===== src/rtl/lcd_ctrl_pkg.sv =====
// Shared definitions for the HD44780 character LCD driver: FSM states,
// register-word field positions, the power-on init sequence and the long-command test.
package lcd_ctrl_pkg;

    typedef enum logic [2:0] {
        ST_PWR_WAIT = 3'd0,
        ST_IDLE     = 3'd1,
        ST_SETUP    = 3'd2,
        ST_PULSE    = 3'd3,
        ST_HOLD     = 3'd4,
        ST_EXEC     = 3'd5
    } lcd_state_t;

    localparam int DATA_LSB = 0;
    localparam int RS_BIT   = 8;
    localparam int TOG_BIT  = 10;
    localparam int ON_BIT   = 31;

    localparam int INIT_LEN = 6;

    // Element 0 is sent first: function set x3, display on, entry mode, clear.
    localparam logic [INIT_LEN-1:0][7:0] INIT_ROM = {
        8'h01, 8'h06, 8'h0C, 8'h38, 8'h38, 8'h38
    };

    // Clear display and return home need the long execution wait.
    function automatic logic is_long_cmd(input logic [7:0] data, input logic rs);
        return !rs && (data[7:2] == 6'd0);
    endfunction

endpackage


===== src/rtl/lcd_timer.sv =====
// Down-counter used to time every LCD FSM state; done is raised while the count is 1.
module lcd_timer #(
    parameter int unsigned W        = 20,
    parameter int unsigned INIT_VAL = 1
) (
    input  logic         i_clk,
    input  logic         i_rst_n,
    input  logic [W-1:0] load_val,
    input  logic         load,
    output logic         done
);

    logic [W-1:0] count_reg;

    // Holding at 1 keeps done asserted in untimed states without wrapping.
    always_ff @(posedge i_clk or negedge i_rst_n) begin
        if (!i_rst_n) begin
            count_reg <= W'(INIT_VAL);
        end else if (load) begin
            count_reg <= load_val;
        end else if (count_reg != W'(1)) begin
            count_reg <= count_reg - W'(1);
        end
    end

    assign done = (count_reg == W'(1));

endmodule


===== src/rtl/lcd_ctrl.sv =====
// HD44780 LCD driver: runs the power-on init sequence, then turns toggle-handshake
// requests from the LSU register word into timed write cycles on the LCD pins.
module lcd_ctrl
    import lcd_ctrl_pkg::*;
#(
    parameter int unsigned T_POWERUP   = 750000,
    parameter int unsigned T_SETUP     = 2,
    parameter int unsigned T_PULSE     = 12,
    parameter int unsigned T_HOLD      = 2,
    parameter int unsigned T_EXEC      = 2000,
    parameter int unsigned T_EXEC_LONG = 82000
) (
    input  logic        i_clk,
    input  logic        i_rst_n,
    input  logic [31:0] i_lcd_word,
    output logic [7:0]  o_lcd_data,
    output logic        o_lcd_rs,
    output logic        o_lcd_rw,
    output logic        o_lcd_en,
    output logic        o_lcd_on,
    output logic [31:0] o_lcd_status
);

    localparam int unsigned MAX_A = (T_POWERUP > T_EXEC_LONG) ? T_POWERUP : T_EXEC_LONG;
    localparam int unsigned MAX_B = (T_EXEC > T_PULSE) ? T_EXEC : T_PULSE;
    localparam int unsigned MAX_C = (T_SETUP > T_HOLD) ? T_SETUP : T_HOLD;
    localparam int unsigned MAX_AB = (MAX_A > MAX_B) ? MAX_A : MAX_B;
    localparam int unsigned T_MAX = (MAX_AB > MAX_C) ? MAX_AB : MAX_C;
    localparam int TW = $clog2(T_MAX + 1);

    lcd_state_t  state_reg, state_next;
    logic [7:0]  data_reg, data_next;
    logic        rs_reg, rs_next;
    logic        en_reg, en_next;
    logic        on_reg;
    logic        ack_tog_reg, ack_tog_next;
    logic        init_done_reg, init_done_next;
    logic [2:0]  init_idx_reg, init_idx_next;
    logic [31:0] status_reg, status_next;

    logic          pending;
    logic          timer_done;
    logic          timer_load;
    logic [TW-1:0] timer_val;
    logic          lcd_word_unused;

    assign pending         = (i_lcd_word[TOG_BIT] != ack_tog_reg);
    assign lcd_word_unused = ^{i_lcd_word[30:11], i_lcd_word[9]};

    lcd_timer #(
        .W        (TW),
        .INIT_VAL (T_POWERUP)
    ) u_timer (
        .i_clk    (i_clk),
        .i_rst_n  (i_rst_n),
        .load_val (timer_val),
        .load     (timer_load),
        .done     (timer_done)
    );

    always_ff @(posedge i_clk or negedge i_rst_n) begin
        if (!i_rst_n) begin
            state_reg     <= ST_PWR_WAIT;
            data_reg      <= 8'd0;
            rs_reg        <= 1'b0;
            en_reg        <= 1'b0;
            on_reg        <= 1'b0;
            ack_tog_reg   <= 1'b0;
            init_done_reg <= 1'b0;
            init_idx_reg  <= 3'd0;
            status_reg    <= 32'h1;
        end else begin
            state_reg     <= state_next;
            data_reg      <= data_next;
            rs_reg        <= rs_next;
            en_reg        <= en_next;
            on_reg        <= i_lcd_word[ON_BIT];
            ack_tog_reg   <= ack_tog_next;
            init_done_reg <= init_done_next;
            init_idx_reg  <= init_idx_next;
            status_reg    <= status_next;
        end
    end

    always_comb begin
        state_next = state_reg;
        case (state_reg)
            ST_PWR_WAIT: if (timer_done) state_next = ST_SETUP;
            ST_IDLE:     if (pending)    state_next = ST_SETUP;
            ST_SETUP:    if (timer_done) state_next = ST_PULSE;
            ST_PULSE:    if (timer_done) state_next = ST_HOLD;
            ST_HOLD:     if (timer_done) state_next = ST_EXEC;
            ST_EXEC: begin
                if (timer_done) begin
                    if (!init_done_reg && (init_idx_reg < 3'(INIT_LEN - 1)))
                        state_next = ST_SETUP;
                    else
                        state_next = ST_IDLE;
                end
            end
            default:     state_next = ST_PWR_WAIT;
        endcase
    end

    always_comb begin
        data_next      = data_reg;
        rs_next        = rs_reg;
        ack_tog_next   = ack_tog_reg;
        init_done_next = init_done_reg;
        init_idx_next  = init_idx_reg;
        case (state_reg)
            ST_PWR_WAIT: begin
                if (timer_done) begin
                    init_idx_next = 3'd0;
                    data_next     = INIT_ROM[init_idx_next];
                    rs_next       = 1'b0;
                end
            end
            ST_IDLE: begin
                if (pending) begin
                    data_next    = i_lcd_word[DATA_LSB +: 8];
                    rs_next      = i_lcd_word[RS_BIT];
                    ack_tog_next = i_lcd_word[TOG_BIT];
                end
            end
            ST_EXEC: begin
                if (timer_done && !init_done_reg) begin
                    if (init_idx_reg < 3'(INIT_LEN - 1)) begin
                        init_idx_next = init_idx_reg + 3'd1;
                        data_next     = INIT_ROM[init_idx_next];
                        rs_next       = 1'b0;
                    end else begin
                        init_done_next = 1'b1;
                    end
                end
            end
            default: ;
        endcase
        en_next     = (state_next == ST_PULSE);
        status_next = {29'd0, ack_tog_next, init_done_next, state_next != ST_IDLE};
    end

    // Every state is timed from entry; the EXEC length follows the byte being written.
    always_comb begin
        timer_load = (state_next != state_reg);
        timer_val  = TW'(1);
        case (state_next)
            ST_PWR_WAIT: timer_val = TW'(T_POWERUP);
            ST_SETUP:    timer_val = TW'(T_SETUP);
            ST_PULSE:    timer_val = TW'(T_PULSE);
            ST_HOLD:     timer_val = TW'(T_HOLD);
            ST_EXEC:     timer_val = is_long_cmd(data_reg, rs_reg) ? TW'(T_EXEC_LONG) : TW'(T_EXEC);
            default:     timer_val = TW'(1);
        endcase
    end

    assign o_lcd_data   = data_reg;
    assign o_lcd_rs     = rs_reg;
    assign o_lcd_rw     = 1'b0;
    assign o_lcd_en     = en_reg;
    assign o_lcd_on     = on_reg;
    assign o_lcd_status = status_reg;

endmodule


===== config.mk =====
export PLATFORM = sky130hd
export DESIGN_NAME = lcd_ctrl
export DESIGN_NICKNAME = d
export VERILOG_FILES = /design/src/rtl/lcd_ctrl_pkg.sv /design/src/rtl/lcd_timer.sv /design/src/rtl/lcd_ctrl.sv
export SDC_FILE = /design/constraint.sdc
export NUM_CORES = 1
export LEC_CHECK = 0
export CAP_MARGIN = 20
export CORE_MARGIN = 1.5
export CORE_UTILIZATION = 45
export CTS_BUF_LIST = sky130_fd_sc_hd__clkbuf_8
export CTS_CLUSTER_SIZE = 14
export DETAILED_ROUTE_END_ITERATION = 12
export DONT_BUFFER_PORTS = 1
export MAX_ROUTING_LAYER = met4
export PLACE_DENSITY_LB_ADDON = 0.08
export SLEW_MARGIN = 20
export SYNTH_ARGS = -nofsm -noshare
export SYNTH_HDL_FRONTEND = slang
export SYNTH_SLANG_ARGS = --single-unit

===== constraint.sdc =====
create_clock -name i_clk -period 2.25 [get_ports i_clk]
set_input_delay 0.45 -clock i_clk [delete_from_list [all_inputs] [get_ports i_clk]]
set_output_delay 0.45 -clock i_clk [all_outputs]
set_load 0.01 [all_outputs]

======== Word-level counts from Yosys, hierarchy flattened ========
Memories as Yosys holds them, arrays and structs flattened.
Index checks and enable logic that the tools add are counted.
operators by class
  add/subtract/negate cells ............... 2
  magnitude comparators ................... 2
  equality and inequality tests ........... 18
  muxes and demuxes ....................... 32
  reductions and logical operators ........ 14
operators with widths
  cell                                                                           count
  20-bit one-hot mux with 4 select lines                                         1
  20-bit 2-to-1 mux                                                              2
  8-bit 2-to-1 mux                                                               5
  3-bit 2-to-1 mux                                                               9
  8-bit one-hot mux with 3 select lines                                          1
  20-bit by 1-bit equality test with 1-bit output (second input constant)        1
  20-bit by 1-bit inequality test with 1-bit output (second input constant)      1
  20-bit by 1-bit subtractor with 20-bit output (second input constant)          1
  3-bit one-hot mux with 6 select lines                                          1
  17-bit 2-to-1 mux                                                              1
  3-bit by 2-bit equality test with 1-bit output (second input constant)         4
  3-bit equality test (second input constant)                                    4
  1-bit 2-to-1 mux                                                               9
  2-bit inequality test (second input constant)                                  4
  3-bit zero test                                                                2
  6-bit zero test                                                                1
  3-bit one-hot mux with 2 select lines                                          1
  5-bit AND reduction                                                            1
  3-bit by 4-bit less-than comparator with 1-bit output (second input constant)  1
  4-bit AND reduction                                                            1
  2-bit nonzero test                                                             2
  3-bit by 1-bit adder with 3-bit output (second input constant)                 1
  3-bit by 1-bit equality test with 1-bit output (second input constant)         1
  1-bit logical AND                                                              3
  other kinds (9)                                                                10
storage, ports and cells
  register bits ........................... 42
  bits in read-only memories .............. 64
  bits of input ports ..................... 34
  output and inout bits ................... 44
  word-level logic and storage cells ...... 79
  memories ................................ 1
memory list
  memory           words  bits a word  read ports  clocked after memory_dff  wr ports  RTL line         RTL
  (no name shown)  8      8            1           0                         0         lcd_ctrl.sv:130  data_next = INIT_ROM[init_idx_next];

======== Depth between registers and ports, before layout ========
Gate-level depths: netlist of the first run.
  word-level depth ........................ 9
  mapped depth ............................ 8
  mapped depth without buffers ............ 7

======== Cells and area by module ========
A second synthesis of the first run with hierarchy kept.
second synthesis, totals
  cell total of the unflattened synthesis .. 302
  area, all modules ....................... 2,772.7 um^2
by module, submodules not included
  module     times used  cells an instance  area an instance (um^2)  seq. area each (um^2)
  lcd_ctrl   1           164                1,441.4                  501.7
  lcd_timer  1           138                1,331.3                  513.0

======== Least setup slack after synthesis of the first run ========
Ideal clock, no wire load.
  kind .................................... reg2reg
  start ................................... register u_timer.count_reg[15]
  end ..................................... register u_timer.count_reg[10]
  setup time .............................. 0.083 ns
  arrival time ............................ 2.017 ns
  required time ........................... 2.167 ns
  slack ................................... 0.150 ns
  cell stages (with the launch flop) ...... 7
  buffers on the path ..................... 1
  period minus slack after synthesis ...... 2.100 ns
  path through ............................ dfrtp_1 -> or3_1 -> buf_2 -> or2_4 -> or3_4 -> or4_4 -> o21ai_0
on the way
  cells in the longest elaborated chain, start to end .. 7
  elaborated cells on any way between the ends .. 18
  classes of those cells .................. 7 x eq/ne; 8 x mux; 3 x reduce/logical
ends and longest elaborated chain
  element                                                                                       RTL line         RTL
  from (decl)                                                                                   lcd_timer.sv:13  logic [W-1:0] count_reg;
  from (signal assigned)                                                                        lcd_timer.sv:18  count_reg <= W'(INIT_VAL);
  from (signal assigned)                                                                        lcd_timer.sv:20  count_reg <= load_val;
  from (signal assigned)                                                                        lcd_timer.sv:22  count_reg <= count_reg - W'(1);
  20-bit by 1-bit equality test with 1-bit output                                               lcd_timer.sv:26  assign done = (count_reg == W'(1));
  3-bit 2-to-1 mux, on equally long branches                                                    --
  3-bit one-hot mux with 6 select lines                                                         lcd_ctrl.sv:87   case (state_reg)
  3-bit equality test / 3-bit by 2-bit equality test with 1-bit output (equally long branches)  lcd_ctrl.sv:147  case (state_next)
  2-bit OR reduction (no line)                                                                  --
  20-bit one-hot mux with 4 select lines                                                        lcd_ctrl.sv:147
  20-bit 2-to-1 mux                                                                             lcd_timer.sv:19  end else if (load) begin
Several ways; a longest one is shown, not always the timed one.
A chain may end at the register's enable or synchronous reset.

======== Final worst setup path of the first run ========
  start ................................... register u_timer.count_reg[15]
  end ..................................... register u_timer.count_reg[0]
The elaborated chain is that of the path after synthesis.

==> results.json, run 1 <==
{
  "grt_first_pass_wirelength_mm": 9.625,
  "cts_buffer_depth": 2,
  "yosys.area.top_type_share_pct": 28.42,
  "grtUsageTotal_pct": 20.96,
  "grt_overflow": 0,
  "reg2reg_depth": 7,
  "cts_made_buffers": 5,
  "clock_latency_ns": 0.30,
  "fp.coreArea_mm2": 0.005507,
  "cp.depth": 7,
  "startpoint_type": "flop",
  "ys_warn_count": 0,
  "place_area_mm2": 0.002709,
  "fill_cells": 535,
  "regArea_mm2": 0.001015,
  "cp.buffers_inverters": 2,
  "dp.cells": 368,
  "crit_family": "compound AO/OA/AOI/OAI gates",
  "synth_edf_count": 0,
  "final-hold-violation-count": 0,
  "layout.cells.non_filler": 378,
  "ys_types": 54,
  "dieArea_mm2": 0.006136,
  "layout_worst_path_cycle_share_pct": 96.87,
  "grt_max_degree": 41,
  "worst-path-max-fanout": 6,
  "nNetsFinal": 344,
  "largest_reg_flops": 20,
  "syn_inst": 277,
  "yosysSeqAreaShare_pct": 39.74,
  "area_growth_pct": 13.18,
  "fin_skew_ns": 0.007024,
  "floorplan.die.height_um": 78.33,
  "drtIter0Drc": 163,
  "vias": 2063,
  "post-place-ws_ns": -0.009184,
  "synthMuxAreaShare_pct": 1.176,
  "initial_core_util_pct": 46.38,
  "max-vdd-ir-drop_mv": 0.3648,
  "cpPeakStageDelay_ns": 0.41,
  "dieWidth_um": 78.33,
  "place.gp.congestion": 0.9330,
  "antenna_found_initial": 0,
  "async_flop_share_pct": 100.0,
  "required_ns": 2.43,
  "drive_above_1_share_pct": 21.90,
  "synth-seq-cells": 40,
  "synth_top_family_by_area": "compound AO/OA/AOI/OAI gates",
  "synth_compound_area_share_pct": 19.16,
  "hpwlAfterDp_mm": 4.416,
  "slowest_stage": "dfrtp_1",
  "crit_path_frequent_cell": "buf_4",
  "synthAdderAreaFrac_pct": 2.450,
  "arrival_ns": 2.36,
  "max_cap_viol_count": 0,
  "rr_startpoint": "u_timer.count_reg[15]",
  "synth_area_leaders": "dfrtp_1 28%, dfstp_2 11%, buf_4 10%",
  "cts_sinks": 40,
  "htree_levels": 2,
  "final_common_cell": "buf_4",
  "syn-mean-instance-area_um2": 9.219,
  "reg2reg_to": "u_timer.count_reg[0]",
  "wire_per_inst_um": 15.79,
  "setup_viol": 0,
  "clk_pin_slew_ns": 0.08,
  "grt_pass1_vias": 1989,
  "finalPower_mw": 1.371,
  "endpoint": "u_timer.count_reg[0]",
  "slew_viol_final": 0,
  "leakage_nw": 1.217,
  "fmax_mhz": 458.8,
  "rsz0062_at_grt": "true",
  "power_density_mw_per_mm2": 474.4,
  "ff2ff_setup_slack_ns": 0.07,
  "mostFrequentLayoutCells": "33 x buf_4, 30 x conb_1, 29 x dfrtp_1, 20 x o21ai_0, 16 x nor2_1",
  "min_path_type": "in2reg",
  "stdcell_area_mm2": 0.002890,
  "synth-xor-area-share_pct": 5.488,
  "ant_nets": 0,
  "antenna_cells": 0,
  "via_per_inst": 5.458,
  "synthesis.area_mm2": 0.002554,
  "setup_ws_ns": 0.07046,
  "period_needed_ns": 2.180,
  "yosys.area.top_type": "dfrtp_1",
  "status": "completed",
  "drc": 0,
  "synth_ff_type": "dfrtp_1",
  "first_pass_iters": 4,
  "synth_simple_gate_area_share_pct": 18.67,
  "crit_chain": "or3_1 -> buf_4 -> a2111oi_1 -> a211oi_1 -> a21oi_1 -> buf_4 -> o21bai_1",
  "crit_start": "u_timer.count_reg[15]",
  "tritoncts": "yes",
  "fp-row-count": 27,
  "ios": 78,
  "wl_mm": 5.967,
  "multi_input_area_mm2": 0.001351,
  "clockRootBuffer": "clkbuf_8",
  "io_buffer_count": 0,
  "end_kind": "flop",
  "crit_type": "reg2reg"
}
[worst min path at each step]
stage	to	slack [ns]	cells past startpoint	startpoint
final	o_lcd_on	0.17	0	i_lcd_word[31]
after global routing	o_lcd_on	0.16	0	i_lcd_word[31]
after CTS	o_lcd_on	0.17	0	i_lcd_word[31]
after detailed placement	u_timer.count_reg[6]	0.16	0	i_rst_n
after global placement	o_lcd_on	0.16	0	i_rst_n
after floorplan	init_idx_reg[0]	0.15	0	i_rst_n
[repair_timing]
| action | in CTS | in global routing |
|---|---|---|
| hold endpoints to repair | 40 | 0 |
| hold buffers | 2 | 0 |
| buffers inserted | 0 | 0 |
| resized for setup | 2 | 5 |
| endpoints found under the setup margin | 5 | 17 |
[per-stage QoR]
step / util [%] / TNS (ns) / hold WS, ns
after floorplan: - / 0 / 0.1544
after global placement: 49.19 / 0 / 0.1552
after detailed placement: 49.19 / -0.009184 / 0.1552
after CTS: 51.87 / 0 / 0.1650
after global routing: 52.49 / -0.01537 / 0.1595
final: 52.49 / 0 / 0.1737
[cell type report]
class / instances / area share, %
Tap cell: 72 / 3.117
Multi-Input combinational cell: 211 / 46.75
Inverter: 12 / 1.558
Timing Repair Buffer: 35 / 9.610
Sequential cell: 40 / 35.11
Clock inverter: 3 / 1.472
Clock buffer: 5 / 2.381
[logic make-up after synthesis]
group           after synthesis
xor+xnor                     16
simple gates                 84
other cells                   1
fa+ha+maj                     5
compound gates               73
buf+inv                      55
flops                        40
mux                           3
[Yosys cell counts (all sizes together), types with 2 or more instances]
cell type / number
a21oi: 15
a22o: 3
a2bb2oi: 3
a31oi: 6
buf: 36
clkbuf: 7
dfrtp: 29
dfstp: 11
ha: 5
inv: 11
mux2i: 3
nand2: 14
nand3: 3
nand3b: 2
nand4b: 2
nor2: 17
nor2b: 6
nor3: 10
nor4: 10
o211ai: 2
o21a: 3
o21ai: 20
o21bai: 2
o2bb2ai: 3
o31ai: 3
o41ai: 3
or2: 2
or3: 7
or4: 6
xnor2: 11
xor2: 5
[report_power, final]
part | switching [mW] | internal (mW)
sequential | 0.000900 | 0.720
clock | 0.271 | 0.328
combinational | 0.0412 | 0.00962
total | 0.313 | 1.06
[per-layer routing]
layer / vias to the layer above / routed length (um) / global-route usage, %
met5: - / 0 / -
met4: 0 / 145 / 7.500
met3: 16 / 278 / 4.186
met2: 66 / 2820 / 33.30
met1: 986 / 2722 / 26.70
li1: 995 / - / -
No activity file was read; power rests on OpenSTA's default activity.
==> inputs of run 2 (changes only) <==
==> constraint.sdc (replaced) <==
create_clock -name i_clk -period 2.13 [get_ports i_clk]
set_input_delay 0.426 -clock i_clk [delete_from_list [all_inputs] [get_ports i_clk]]
set_output_delay 0.426 -clock i_clk [all_outputs]
set_load 0.01 [all_outputs]
==> results.json, run 2 (synthesis gave the netlist of run 1 again) <==
{
  "setup_viol": 3,
  "sequentialPowerShare_pct": 57.3,
  "htree_levels": 2,
  "tritoncts": "yes",
  "final-hold-violation-count": 0,
  "p_int_mw": 1.026,
  "antenna_cells": 0,
  "ant_nets": 0,
  "dieArea_mm2": 0.006136,
  "hpwlAfterDp_mm": 4.556,
  "slowest_stage": "or4_4",
  "fmax_mhz": 460.4,
  "clockRootBuffer": "clkbuf_8",
  "slew_viol_final": 0,
  "fp.coreArea_mm2": 0.005507,
  "initial_core_util_pct": 46.38,
  "area_growth_pct": 22.19,
  "floorplan.die.height_um": 78.33,
  "first_pass_iters": 4,
  "fp-row-count": 27,
  "relSlewSlack_pct": 64.75,
  "end_kind": "flop",
  "setup_ws_ns": -0.04201,
  "clock_latency_ns": 0.29,
  "wl_met3_um": 198,
  "vias": 2109,
  "min_path_type": "in2reg",
  "p_switching_mw": 0.3043,
  "regArea_mm2": 0.001015,
  "max_cap_viol_count": 0,
  "clk_pin_slew_ns": 0.08,
  "status": "finished with violations",
  "drc": 0,
  "violations": "negative setup slack",
  "cts_made_buffers": 5,
  "wl_met2_mm": 3.170,
  "cts_buffer_depth": 2,
  "drtIter0Drc": 94,
  "place.gp.congestion": 0.8523,
  "antenna_found_initial": 0,
  "cpPeakStageDelay_ns": 0.59,
  "pwr-share-clk_pct": 38.6,
  "fill_cells": 499,
  "io_buffer_count": 0,
  "layout_worst_path_cycle_share_pct": 102.0,
  "drive_above_1_share_pct": 29.38,
  "grt_first_pass_wirelength_mm": 10.23,
  "ff2ff_setup_slack_ns": -0.04,
  "fin_skew_ns": 0.006795,
  "grt_max_degree": 41,
  "cts_sinks": 40,
  "required_ns": 2.31,
  "leakage_nw": 1.303,
  "worstMarginPinSlew_ns": 0.5287,
  "mostFrequentLayoutCells": "42 x buf_4, 30 x conb_1, 29 x dfrtp_1, 16 x o21ai_0, 16 x nor2_1",
  "grt_pass1_vias": 2119,
  "crit_type": "reg2reg",
  "highest_layer": "met4",
  "multi_input_area_mm2": 0.001470,
  "largest_reg_flops": 20,
  "finalPower_mw": 1.330,
  "arrival_ns": 2.35,
  "p_comb_share_pct": 4.1,
  "grt_overflow": 0,
  "via_per_inst": 5.380,
  "sw_frac_of_total_pct": 22.88,
  "m1WireLength_mm": 2.853,
  "power_density_mw_per_mm2": 426.3,
  "ios": 78,
  "startpoint_type": "flop",
  "wl_mm": 6.277,
  "max-vdd-ir-drop_mv": 0.2437,
  "worst-path-max-fanout": 5,
  "final_common_cell": "buf_4",
  "crit_chain": "or4_4 -> or3_4 -> nor2_4 -> buf_6 -> or4_1 -> a21oi_1",
  "period_needed_ns": 2.172,
  "nNetsFinal": 358,
  "dieWidth_um": 78.33,
  "wire_per_inst_um": 16.01,
  "grtUsageTotal_pct": 22.00,
  "rsz0062_at_grt": "true",
  "finalSetupTns_ns": -0.06258
}
[run 2: cell types whose count changed in the layout (fill, tap and decap cells not counted), moves of 3 or more]
| cell | previous run | this run |
|---|---|---|
| buf_6 | 0 | 4 |
| o21ai_0 | 20 | 16 |
| buf_4 | 33 | 42 |
| nor4_4 | 0 | 3 |
| o21ai_2 | 0 | 3 |
[run 2: final cells by class]
type,count,share of cell area [%]
tap,72,2.887
inverter,12,1.443
clock inverter,2,0.2406
timing repair buffer,49,13.15
sequential,40,32.52
multi-input combinational,211,47.11
clock buffer,6,2.646
[run 2: worst max-delay path, delay by kind of cell (launching register included)]
kind,cells,cell delay (ns)
and+or+nand+nor,4,1.42
DFF,1,0.42
AOI/OAI and AO/OA,1,0.06
buffers and inverters,1,0.17
[run 2: power by group through the flow]
stage | sequential, mW | clock [mW] | combinational (mW)
6_report | 0.762 | 0.514 | 0.0543
5_1_grt | 0.762 | 0.560 | 0.0627
4_1_cts | 0.762 | 0.532 | 0.0547
3_5_place_dp | 0.776 | 0 | 0.0329
3_3_place_gp | 0.776 | 0 | 0.0327
2_1_floorplan | 0.776 | 0 | 0.0723
[run 2: what timing repair did]
item,CTS,global route
hold buffers,2,0
resized for setup,5,30
pin swaps,0,15
endpoints found under the hold margin,40,0
endpoints found under the setup margin,22,28
setup buffers,0,4
[run 2: path summary, 6_finish.rpt]
path / start / end / cells past startpoint
max: u_timer.count_reg[9] / u_timer.count_reg[11] / 6
min: i_lcd_word[31] / o_lcd_on / 0
max reg2reg: u_timer.count_reg[9] / u_timer.count_reg[11] / 6
min reg2reg: o_lcd_data[0] / o_lcd_data[0] / 1
max in group asynchronous: i_rst_n / o_lcd_status[0] / 2
min in group asynchronous: i_rst_n / u_timer.count_reg[9] / 2
[run 2: through the flow]
stage / cells / instance area (um2) / util [%] / setup WS, ns / hold slack [ns]
after floorplan: 306 / 2663 / - / 0.02998 / 0.1304
after global placement: 378 / 2796 / 50.78 / -0.1312 / 0.1312
after detailed placement: 378 / 2796 / 50.78 / -0.1237 / 0.1313
after CTS: 388 / 2944 / 53.47 / 0.003235 / 0.1527
after global routing: 392 / 3120 / 56.67 / -0.1069 / 0.1453
final: 392 / 3120 / 56.67 / -0.04201 / 0.1595
[run 2: per-layer routing]
layer / track usage (%) / vias to the layer above
li1: - / 1020
met1: 27.79 / 1038
met2: 37.65 / 45
met3: 3.488 / 6
met4: 4.286 / 0
met5: - / -
==> inputs of run 3 (changes only) <==
--- a/config.mk
+++ b/config.mk
@@ -5,6 +5,7 @@
 export SDC_FILE = /design/constraint.sdc
 export NUM_CORES = 1
 export LEC_CHECK = 0
+export ABC_AREA = 1
 export CAP_MARGIN = 20
 export CORE_MARGIN = 1.5
 export CORE_UTILIZATION = 45
==> results.json, run 3 <==
{
  "drc": 0,
  "setup_ws_ns": 0.05384,
  "required_ns": 2.31,
  "final_common_cell": "nand2_1",
  "yosysSeqAreaShare_pct": 36.80,
  "mostFrequentLayoutCells": "44 x nand2_1, 39 x buf_4, 30 x inv_1, 30 x conb_1, 28 x dfrtp_1",
  "grt_overflow": 0,
  "fin_skew_ns": 0.01105,
  "clk_pin_slew_ns": 0.08,
  "vias": 2209,
  "layout.cells.non_filler": 458,
  "leakage_nw": 1.606,
  "grt_first_pass_wirelength_mm": 9.942,
  "fp.coreArea_mm2": 0.005921,
  "final-hold-violation-count": 0,
  "cts_sinks": 40,
  "wire_per_inst_um": 13.46,
  "status": "completed",
  "yosys.area.top_type_share_pct": 26.32,
  "crit_type": "reg2reg",
  "arrival_ns": 2.26,
  "cts_buffer_depth": 2,
  "antenna_found_initial": 0,
  "synth_ff_type": "dfrtp_1",
  "area_growth_pct": 20.73,
  "synth_edf_count": 0,
  "grtUsageTotal_pct": 20.54,
  "floorplan.die.height_um": 81.28,
  "via_per_inst": 4.823,
  "finalPower_mw": 1.309,
  "wl_mm": 6.165,
  "nNetsFinal": 421,
  "clockRootBuffer": "clkbuf_8",
  "worst-path-max-fanout": 7,
  "rsz0062_at_grt": "true",
  "dieArea_mm2": 0.006606,
  "fp-row-count": 28,
  "largest_reg_flops": 20,
  "layout_worst_path_cycle_share_pct": 97.47,
  "dieWidth_um": 81.28,
  "drive_above_1_share_pct": 34.73,
  "grt_pass1_vias": 2134,
  "slew_viol_final": 0,
  "post-place-ws_ns": -0.02995,
  "min_path_type": "in2reg",
  "first_pass_iters": 4,
  "ios": 78,
  "hpwlAfterDp_mm": 4.487,
  "synth_most_common_cell": "nand2_1",
  "end_kind": "flop",
  "drtIter0Drc": 88,
  "tritoncts": "yes",
  "setup_viol": 0,
  "htree_levels": 2,
  "synthesis.area_mm2": 0.002758,
  "max_cap_viol_count": 0,
  "cts_made_buffers": 5,
  "grt_max_degree": 41,
  "initial_core_util_pct": 46.58,
  "synth_area_leaders": "dfrtp_1 26%, dfstp_2 10%, buf_4 9.0%",
  "ys_warn_count": 0,
  "async_flop_share_pct": 100.0,
  "synth-seq-cells": 40,
  "period_needed_ns": 2.076,
  "place.gp.congestion": 0.8408,
  "power_density_mw_per_mm2": 393.1,
  "startpoint_type": "flop",
  "synth_common_cells": "52 x nand2_1, 33 x buf_4, 31 x inv_1",
  "syn_inst": 335,
  "post-route-util_pct": 56.23,
  "io_buffer_count": 0,
  "max-vdd-ir-drop_mv": 0.2500,
  "finalSetupTns_ns": 0,
  "antenna_cells": 0,
  "clock_latency_ns": 0.29,
  "fmax_mhz": 481.7,
  "ant_nets": 0,
  "worstMarginPinSlew_ns": 0.4889,
  "yosys.area.top_type": "dfrtp_1",
  "dp.cells": 435,
  "syn-mean-instance-area_um2": 8.232,
  "ys_types": 38,
  "relSlewSlack_pct": 67.11
}
==> run 3: power breakdown <==
group	switching (mW)	internal, mW	total [mW]
clock	0.263	0.221	0.483
combinational	0.0446	0.0109	0.0555
sequential	0.00524	0.765	0.770
total	0.313	0.996	1.31
==> run 3: worst max-delay path: stages, from the launching register on <==
cell and delay (ns):
dfstp_2 0.39, nor2_2 0.14, nand2_2 0.11, nor2_4 0.20, nand3_4 0.13, nand2_4 0.09
inv_4 0.05, nor2_4 0.13, nand2_4 0.07, clkinv_4 0.05, nor2_4 0.04, nor2_8 0.14
nand2_8 0.10, nor2_4 0.13, buf_12 0.14, a21oi_2 0.03
==> run 3: layout make-up <==
class	count	area, um2
clock inverters	3	12.51
repair buffers	48	426.7
multi-input cells	253	1577
clock buffers	5	68.82
well taps	75	93.84
flip-flops and latches	40	1016
inverters	34	135.1
fillers	577	2591
==> run 3: repair_timing <==
action	in CTS	in global routing
buffers inserted	4	9
resized for setup	4	41
hold endpoints to repair	40	0
hold buffers	2	0
pin swaps	7	20
endpoints found under the setup margin	15	29
==> run 3: path summary, 6_finish.rpt <==
| path | from | endpoint | slack [ns] | cells past startpoint |
|---|---|---|---|---|
| setup / recovery | u_timer.count_reg[5] | u_timer.count_reg[9] | 0.05 | 15 |
| hold / removal | i_lcd_word[31] | o_lcd_on | 0.15 | 0 |
| setup reg to reg | u_timer.count_reg[5] | u_timer.count_reg[9] | 0.05 | 15 |
| hold reg to reg | u_timer.count_reg[1] | u_timer.count_reg[1] | 0.51 | 2 |
| max in group asynchronous | i_rst_n | u_timer.count_reg[19] | 1.26 | 2 |
| min in group asynchronous | i_rst_n | o_lcd_on | 0.57 | 2 |
==> run 3: metrics by stage <==
step,cell area (um2),hold WS (ns)
finish,3329,0.1534
global route,3329,0.1267
CTS,3105,0.1432
detailed placement,2947,0.1314
global placement,2947,0.1313
floorplan,2867,0.1304
==> run 3: cell families (layout without fill, tap and decap cells) <==
family                     count (synthesis)  after routing  synth area share [%]
DFF                                       40             40                 36.80
AOI/OAI and AO/OA                         38             38                 8.667
buffers and inverters                     71             90                 15.20
other                                      1             30                0.1360
xor gates and xnor gates                  18             18                 5.717
adders and majority gates                  5              5                 2.269
and+or+nand+nor                          162            162                 31.22
==> run 3: routing by layer <==
metal,vias up,wire length (um),part of all wire (%),global-route usage (%)
li1,1121,-,-,-
met1,1034,2633,43,25.00
met2,48,3244,53,34.96
met3,6,242,3.9,3.820
met4,0,44,0.71,5.000
met5,-,0,0,-
